`src/rtl/mips_ctrl_pkg.sv`:
```
// Shared constants and types for the MIPS pipeline control slice.
// Holds opcode/funct encodings, the 4-bit ALU operation codes, the default
// link register for jal, the decoded control bundle, and a helper that tells
// whether an opcode reads its rt field as a source register.
package mips_ctrl_pkg;

    // Primary opcodes
    localparam logic [5:0] OP_RTYPE = 6'b000000;
    localparam logic [5:0] OP_J     = 6'b000010;
    localparam logic [5:0] OP_JAL   = 6'b000011;
    localparam logic [5:0] OP_BEQ   = 6'b000100;
    localparam logic [5:0] OP_BNE   = 6'b000101;
    localparam logic [5:0] OP_ADDI  = 6'b001000;
    localparam logic [5:0] OP_ADDIU = 6'b001001;
    localparam logic [5:0] OP_ANDI  = 6'b001100;
    localparam logic [5:0] OP_ORI   = 6'b001101;
    localparam logic [5:0] OP_XORI  = 6'b001110;
    localparam logic [5:0] OP_LUI   = 6'b001111;
    localparam logic [5:0] OP_LW    = 6'b100011;
    localparam logic [5:0] OP_SW    = 6'b101011;

    // R-type funct codes (the ALU refines these itself from ALUOp 1000)
    localparam logic [5:0] FN_ADD = 6'b100000;
    localparam logic [5:0] FN_SUB = 6'b100010;
    localparam logic [5:0] FN_AND = 6'b100100;
    localparam logic [5:0] FN_OR  = 6'b100101;
    localparam logic [5:0] FN_SLT = 6'b101010;

    // ALU operation codes as produced by decode
    localparam logic [3:0] ALU_MEM   = 4'b0000;
    localparam logic [3:0] ALU_ADDI  = 4'b0001;
    localparam logic [3:0] ALU_ANDI  = 4'b0010;
    localparam logic [3:0] ALU_ORI   = 4'b0011;
    localparam logic [3:0] ALU_XORI  = 4'b0101;
    localparam logic [3:0] ALU_JAL   = 4'b0110;
    localparam logic [3:0] ALU_LUI   = 4'b0111;
    localparam logic [3:0] ALU_RTYPE = 4'b1000;

    localparam int JAL_REG_DEF = 31;

    // Decoded control bundle; link marks jal so the destination mux can pick
    // the link register.
    typedef struct packed {
        logic [3:0] aluop;
        logic       regdst;
        logic       alusrc;
        logic       branch;
        logic       beq;
        logic       memread;
        logic       memwrite;
        logic       memtoreg;
        logic       regwrite;
        logic       jump;
        logic       link;
    } ctrl_t;

    // True when the opcode reads rt as a source operand (load-use check).
    function automatic logic uses_rt(input logic [5:0] op);
        logic res;
        case (op)
            OP_RTYPE, OP_BEQ, OP_BNE, OP_SW: res = 1'b1;
            default:                         res = 1'b0;
        endcase
        return res;
    endfunction

endpackage

```
`src/rtl/ctrl_decode.sv`:
```
// Combinational main decoder.
// Ports: op   - 6-bit primary opcode of the ID instruction
//        ctrl - decoded control bundle; every field is 0 unless the opcode
//               explicitly sets it, so unknown opcodes decode to all-zero.
module ctrl_decode
    import mips_ctrl_pkg::*;
(
    input  logic [5:0] op,
    output ctrl_t      ctrl
);

    // Opcode to control-bundle lookup, all-zero default
    always_comb begin
        ctrl = '0;
        case (op)
            OP_RTYPE: begin
                ctrl.aluop    = ALU_RTYPE;
                ctrl.regdst   = 1'b1;
                ctrl.regwrite = 1'b1;
            end
            OP_LW: begin
                ctrl.aluop    = ALU_MEM;
                ctrl.alusrc   = 1'b1;
                ctrl.memread  = 1'b1;
                ctrl.memtoreg = 1'b1;
                ctrl.regwrite = 1'b1;
            end
            OP_SW: begin
                ctrl.aluop    = ALU_MEM;
                ctrl.alusrc   = 1'b1;
                ctrl.memwrite = 1'b1;
            end
            OP_BEQ: begin
                ctrl.branch = 1'b1;
                ctrl.beq    = 1'b1;
            end
            OP_BNE: begin
                ctrl.branch = 1'b1;
            end
            OP_ADDI, OP_ADDIU: begin
                ctrl.aluop    = ALU_ADDI;
                ctrl.alusrc   = 1'b1;
                ctrl.regwrite = 1'b1;
            end
            OP_ANDI: begin
                ctrl.aluop    = ALU_ANDI;
                ctrl.alusrc   = 1'b1;
                ctrl.regwrite = 1'b1;
            end
            OP_ORI: begin
                ctrl.aluop    = ALU_ORI;
                ctrl.alusrc   = 1'b1;
                ctrl.regwrite = 1'b1;
            end
            OP_XORI: begin
                ctrl.aluop    = ALU_XORI;
                ctrl.alusrc   = 1'b1;
                ctrl.regwrite = 1'b1;
            end
            OP_LUI: begin
                ctrl.aluop    = ALU_LUI;
                ctrl.alusrc   = 1'b1;
                ctrl.regwrite = 1'b1;
            end
            OP_J: begin
                ctrl.jump = 1'b1;
            end
            OP_JAL: begin
                ctrl.aluop    = ALU_JAL;
                ctrl.jump     = 1'b1;
                ctrl.regwrite = 1'b1;
                ctrl.link     = 1'b1;
            end
            default: begin
                ctrl = '0;
            end
        endcase
    end

endmodule

```
`src/rtl/pipe_control.sv`:
```
// Pipeline control for a 5-stage MIPS core: decodes the ID instruction,
// detects load-use hazards and taken branches / jumps, and carries control
// through the ID/EX, EX/MEM and MEM/WB registers.
// Ports: clk, rst (sync, active-high)
//        id_valid, id_op, id_funct, id_rs, id_rt, id_rd - ID instruction
//        ex_br_taken - branch condition of the EX instruction
//        stall, flush - combinational hazard controls for PC / IF/ID
//        ex_*, mem_*, wb_* - registered stage control and destinations
module pipe_control
    import mips_ctrl_pkg::*;
#(
    parameter int ALUOP_W = 4,
    parameter int REG_AW  = 5,
    parameter int JAL_REG = JAL_REG_DEF
) (
    input  logic               clk,
    input  logic               rst,
    input  logic               id_valid,
    input  logic [5:0]         id_op,
    input  logic [5:0]         id_funct,
    input  logic [REG_AW-1:0]  id_rs,
    input  logic [REG_AW-1:0]  id_rt,
    input  logic [REG_AW-1:0]  id_rd,
    input  logic               ex_br_taken,
    output logic               stall,
    output logic               flush,
    output logic [ALUOP_W-1:0] ex_aluop,
    output logic               ex_alusrc,
    output logic               ex_branch,
    output logic               ex_beq,
    output logic               ex_memread,
    output logic [REG_AW-1:0]  ex_dst,
    output logic               mem_memread,
    output logic               mem_memwrite,
    output logic [REG_AW-1:0]  mem_dst,
    output logic               wb_regwrite,
    output logic               wb_memtoreg,
    output logic [REG_AW-1:0]  wb_dst
);

    ctrl_t             dec_s;
    logic [REG_AW-1:0] id_dst_s;
    logic              id_regwrite_s;
    logic              hazard_s;
    logic              br_flush_s;
    logic              bubble_s;

    logic              ex_memwrite_r;
    logic              ex_memtoreg_r;
    logic              ex_regwrite_r;
    logic              mem_memtoreg_r;
    logic              mem_regwrite_r;

    // ALUOp 1000 already marks R-type; funct is resolved by the ALU itself.
    logic unused_funct_s;
    assign unused_funct_s = ^id_funct;

    ctrl_decode u_decode (
        .op   (id_op),
        .ctrl (dec_s)
    );

    // Destination select and suppression of writes to $0
    always_comb begin
        id_dst_s = id_rt;
        if (dec_s.regdst) begin
            id_dst_s = id_rd;
        end else if (dec_s.link) begin
            id_dst_s = REG_AW'(JAL_REG);
        end else begin
            id_dst_s = id_rt;
        end
        id_regwrite_s = dec_s.regwrite && (id_dst_s != {REG_AW{1'b0}});
    end

    // Hazard detection; a taken branch squashes ID so it overrides any stall,
    // and a jump waits for its own stall to clear before flushing IF/ID.
    always_comb begin
        hazard_s   = ex_memread && (ex_dst != {REG_AW{1'b0}}) && id_valid &&
                     ((ex_dst == id_rs) || (uses_rt(id_op) && (ex_dst == id_rt)));
        br_flush_s = ex_branch && ex_br_taken;
        bubble_s   = !id_valid || hazard_s || br_flush_s;
        if (rst) begin
            stall = 1'b0;
            flush = 1'b0;
        end else begin
            stall = hazard_s && !br_flush_s;
            flush = br_flush_s || (id_valid && dec_s.jump && !hazard_s);
        end
    end

    // Pipeline registers: ID/EX takes bubbles, EX/MEM and MEM/WB always advance
    always_ff @(posedge clk) begin
        if (rst) begin
            ex_aluop       <= {ALUOP_W{1'b0}};
            ex_alusrc      <= 1'b0;
            ex_branch      <= 1'b0;
            ex_beq         <= 1'b0;
            ex_memread     <= 1'b0;
            ex_memwrite_r  <= 1'b0;
            ex_memtoreg_r  <= 1'b0;
            ex_regwrite_r  <= 1'b0;
            ex_dst         <= {REG_AW{1'b0}};
            mem_memread    <= 1'b0;
            mem_memwrite   <= 1'b0;
            mem_memtoreg_r <= 1'b0;
            mem_regwrite_r <= 1'b0;
            mem_dst        <= {REG_AW{1'b0}};
            wb_regwrite    <= 1'b0;
            wb_memtoreg    <= 1'b0;
            wb_dst         <= {REG_AW{1'b0}};
        end else begin
            if (bubble_s) begin
                ex_aluop      <= {ALUOP_W{1'b0}};
                ex_alusrc     <= 1'b0;
                ex_branch     <= 1'b0;
                ex_beq        <= 1'b0;
                ex_memread    <= 1'b0;
                ex_memwrite_r <= 1'b0;
                ex_memtoreg_r <= 1'b0;
                ex_regwrite_r <= 1'b0;
                ex_dst        <= {REG_AW{1'b0}};
            end else begin
                ex_aluop      <= ALUOP_W'(dec_s.aluop);
                ex_alusrc     <= dec_s.alusrc;
                ex_branch     <= dec_s.branch;
                ex_beq        <= dec_s.beq;
                ex_memread    <= dec_s.memread;
                ex_memwrite_r <= dec_s.memwrite;
                ex_memtoreg_r <= dec_s.memtoreg;
                ex_regwrite_r <= id_regwrite_s;
                ex_dst        <= id_dst_s;
            end
            mem_memread    <= ex_memread;
            mem_memwrite   <= ex_memwrite_r;
            mem_memtoreg_r <= ex_memtoreg_r;
            mem_regwrite_r <= ex_regwrite_r;
            mem_dst        <= ex_dst;
            wb_regwrite    <= mem_regwrite_r;
            wb_memtoreg    <= mem_memtoreg_r;
            wb_dst         <= mem_dst;
        end
    end

endmodule
```
`config.mk`:
```
export PLATFORM = sky130hd
export DESIGN_NAME = pipe_control
export DESIGN_NICKNAME = d
export VERILOG_FILES = /design/src/rtl/mips_ctrl_pkg.sv /design/src/rtl/ctrl_decode.sv /design/src/rtl/pipe_control.sv
export SDC_FILE = /design/constraint.sdc
export NUM_CORES = 1
export LEC_CHECK = 0
export ABC_AREA = 1
export BUFFER_PORTS_ARGS = -buffer_cell sky130_fd_sc_hd__buf_4
export CORE_ASPECT_RATIO = 1.75
export CORE_UTILIZATION = 47
export CTS_CLUSTER_DIAMETER = 50
export DETAILED_ROUTE_END_ITERATION = 10
export PLACE_DENSITY = 0.82
export SLEW_MARGIN = 20
export SYNTH_ARGS = -nofsm -noshare
export SYNTH_HDL_FRONTEND = slang
export SYNTH_HIERARCHICAL = 1
export SYNTH_SLANG_ARGS = --single-unit
```
`constraint.sdc`:
```
create_clock -name clk -period 1.55 [get_ports clk]
set_input_delay 0.3875 -clock clk [delete_from_list [all_inputs] [get_ports clk]]
set_output_delay 0.3875 -clock clk [all_outputs]
set_load 0.1 [all_outputs]
```
==> impl_metrics.json <==
{
  "status": "complete, but fails checks",
  "violations": "design-rule violations, negative setup slack",
  "vias": 1587,
  "min_path_type": "in -> reg",
  "cts_num_sinks": 32,
  "grtUsageMet1": 0.189,
  "worst-path-max-fanout": 5,
  "drive_gt1_frac": 0.397,
  "antenna_found_initial": 0,
  "final-seq-area_sq_um": 662,
  "critPathMaxStageDelay_ps": 370,
  "clock_skew_ps": 3.50,
  "fillers": 218,
  "grt.busiest_layer": "met2",
  "nets": 327,
  "grt_max_degree": 17,
  "multiInputGateArea_sq_um": 669,
  "hold_ws_ps": 388,
  "fin_crit_sh": 1.30,
  "drt_iter0_drc": 37,
  "ios": 60,
  "drc": 6,
  "layout_setup_ws_ps": -462,
  "cp_slowest_cell": "dfxtp_4",
  "ys_seq_elements": 32,
  "critPathLaunchType": "flop",
  "clkTransAtPathRegs_ps": 60,
  "pre_cts_ws_ps": -450,
  "hpwl_mm": 2.77,
  "yosysTopAreaCellShare": 0.448,
  "cp_data_arrival_time_ps": 1620,
  "viasPerCell": 4.88,
  "insertion_delay_ps": 280,
  "synth_xor_area_frac": 0.0245,
  "cts_tree": "yes",
  "crit_path_end_kind": "output port",
  "synth-seq-area-share": 0.448,
  "synth.avg_cell_area_sq_um": 6.71,
  "start_util": 0.494,
  "cts_max_level": 2,
  "post-route-util": 0.778,
  "crit_type": "reg -> out",
  "hold_buffers": 0,
  "grt_pass1_vias": 1485,
  "fp.dieW_microns": 43.7,
  "synth_top_family_by_area": "simple AND/OR/NAND/NOR gates",
  "netlist_area_sq_mm": 0.00143,
  "synth-compound-area-share": 0.0394,
  "synth_cell_types": 22,
  "synthAdderAreaFrac": 0,
  "coreArea_sq_mm": 0.00290,
  "syn_inst": 213,
  "num_rows": 26,
  "max_slew_margin": 0.743,
  "overflow": 0,
  "cts-root-buf": "clkbuf_8",
  "gp_congestion": 0.875,
  "maxCapViolCount": 0,
  "grt_use_met3": 0.0528,
  "yosysTopAreaCell": "dfxtp_1",
  "synthToLayoutAreaGrowth_pct": 57.6,
  "wirelength_mm": 3.85,
  "final_common_cell": "buf_4",
  "dieArea_sq_mm": 0.00328,
  "ir_worst_vdd_mv": 0.531,
  "firstDrtPassIters": 8,
  "slew_viol_final": 0,
  "drt-wirelength-per-cell_microns": 11.8,
  "yosys.area_share.simple": 0.336,
  "layout_common_cells": "buf_4 (77), nor2_1 (51), inv_1 (44)",
  "synthTopCellsByArea": "dfxtp_1 (45%), nor2_1 (14%), inv_1 (13%)",
  "grt_pass1_wl_mm": 5.66,
  "tightest_slew_ps": 381,
  "met2_usage": 0.484,
  "p_leak_nw": 1.16,
  "die_h_microns": 75.0,
  "synth_mux_area_frac": 0,
  "groute.usage.overall": 0.237,
  "cp_cell_sequence": "nor3_2 > nand3_1 > nand3_2 > inv_2 > nand2_4 > nand2_2 > a21oi_4 > buf_12",
  "place_inst": 315,
  "setup_violations": 2,
  "hold_viol_final": 0,
  "numPortBuffers": 53,
  "synth_warnings": 6,
  "clock_path_buffers": 2,
  "instances_no_fill": 325,
  "cts_buffers": 5,
  "fmaxAchievable_mhz": 497,
  "synthesis.nets": 244,
  "antenna_cells": 0,
  "drtAntennaViolNets": 0,
  "period_minus_slack_ps": 2010,
  "rsz0062_at_grt": "yes",
  "pwr_density_cell_mw_per_mm2": 807,
  "critPathRequiredTime_ps": 1160
}
power by group:
part	total [W]	leakage [nW]	internal (W)	switching, W
Combinational	0.000375	0.857	0.000142	0.000233
Sequential	0.000847	0.264	0.000833	0.0000136
Clock	0.000596	0.0422	0.000314	0.000281
cell usage after synthesis:
cell and number:
nor2_1 52, inv_1 50, nand2_1 41, dfxtp_1 32, nand3_1 10, o22ai_1 5
xor2_1 3, a21oi_1 2, clkbuf_1 2, nor2_4 2, nor3_1 2, o21ai_0 2
buf_4 1, buf_8 1, nand2_2 1, nand3_4 1, nand4_1 1, nor2_2 1
nor4_1 1, o21ai_1 1, or2_2 1, xnor2_1 1
per-stage QoR:
step	power [W]	cell area, sq um	TNS (ps)
5_1_grt	0.00189	2250	-1420
6_report	0.00182	2250	-889
4_1_cts	0.00181	2190	-811
3_5_place_dp	0.00122	2060	-1570
3_3_place_gp	0.00121	2060	-1500
2_1_floorplan	0.00107	1470	-1250
state kept, by name, indices dropped and copies added, names as in the netlist, 4 cells and up:
| signal | cells |
|---|---|
| ex_aluop | 4 |
| ex_dst | 5 |
| mem_dst | 5 |
| wb_dst | 5 |
logic make-up (layout without fill, tap and decap cells):
group	count (synthesis)	after routing
compound gates	10	10
xor+xnor	4	4
flops	32	32
simple gates	113	114
buf+inv	54	137
path summary, 6_finish.rpt:
path	slack, ps	endpoint	cells after the start	startpoint
worst min register to register	400	mem_memwrite$_SDFF_PP0_	2	ex_memwrite_r$_SDFF_PP0_
worst max register to register	120	ex_dst[3]$_SDFF_PP0_	10	ex_dst[0]$_SDFF_PP0_
worst min-delay path	390	wb_memtoreg$_SDFF_PP0_	2	rst
worst max-delay path	-460	flush	8	ex_dst[4]$_SDFF_PP0_
layout make-up:
| cell class | instances | area share |
|---|---|---|
| Multi-Input combinational cell | 128 | 0.297 |
| Sequential cell | 32 | 0.294 |
| Timing Repair Buffer | 79 | 0.274 |
| Inverter | 50 | 0.0833 |
| Clock buffer | 7 | 0.0339 |
| Tap cell | 28 | 0.0155 |
| Clock inverter | 1 | 0.00222 |
repair_timing:
| action | CTS | global route |
|---|---|---|
| gates resized for setup | 9 | 13 |
| pin swaps | 2 | 8 |
| buffers inserted | 1 | 0 |
| gates cloned | 0 | 1 |
| setup endpoints to repair | 2 | 17 |
worst max-delay path, delay by kind of cell (launching register included):
| kind | cells | cell delay [ps] |
|---|---|---|
| DFF | 1 | 370 |
| buffers and inverters | 2 | 240 |
| and+or+nand+nor | 5 | 570 |
| AOI/OAI and AO/OA | 1 | 170 |
per-layer routing:
| layer | vias to the layer above | wire length [microns] |
|---|---|---|
| li1 | 786 | - |
| met1 | 730 | 1310 |
| met2 | 54 | 2200 |
| met3 | 17 | 156 |
| met4 | 0 | 182 |
| met5 | - | 0 |
(Power assumes the default switching activity.)
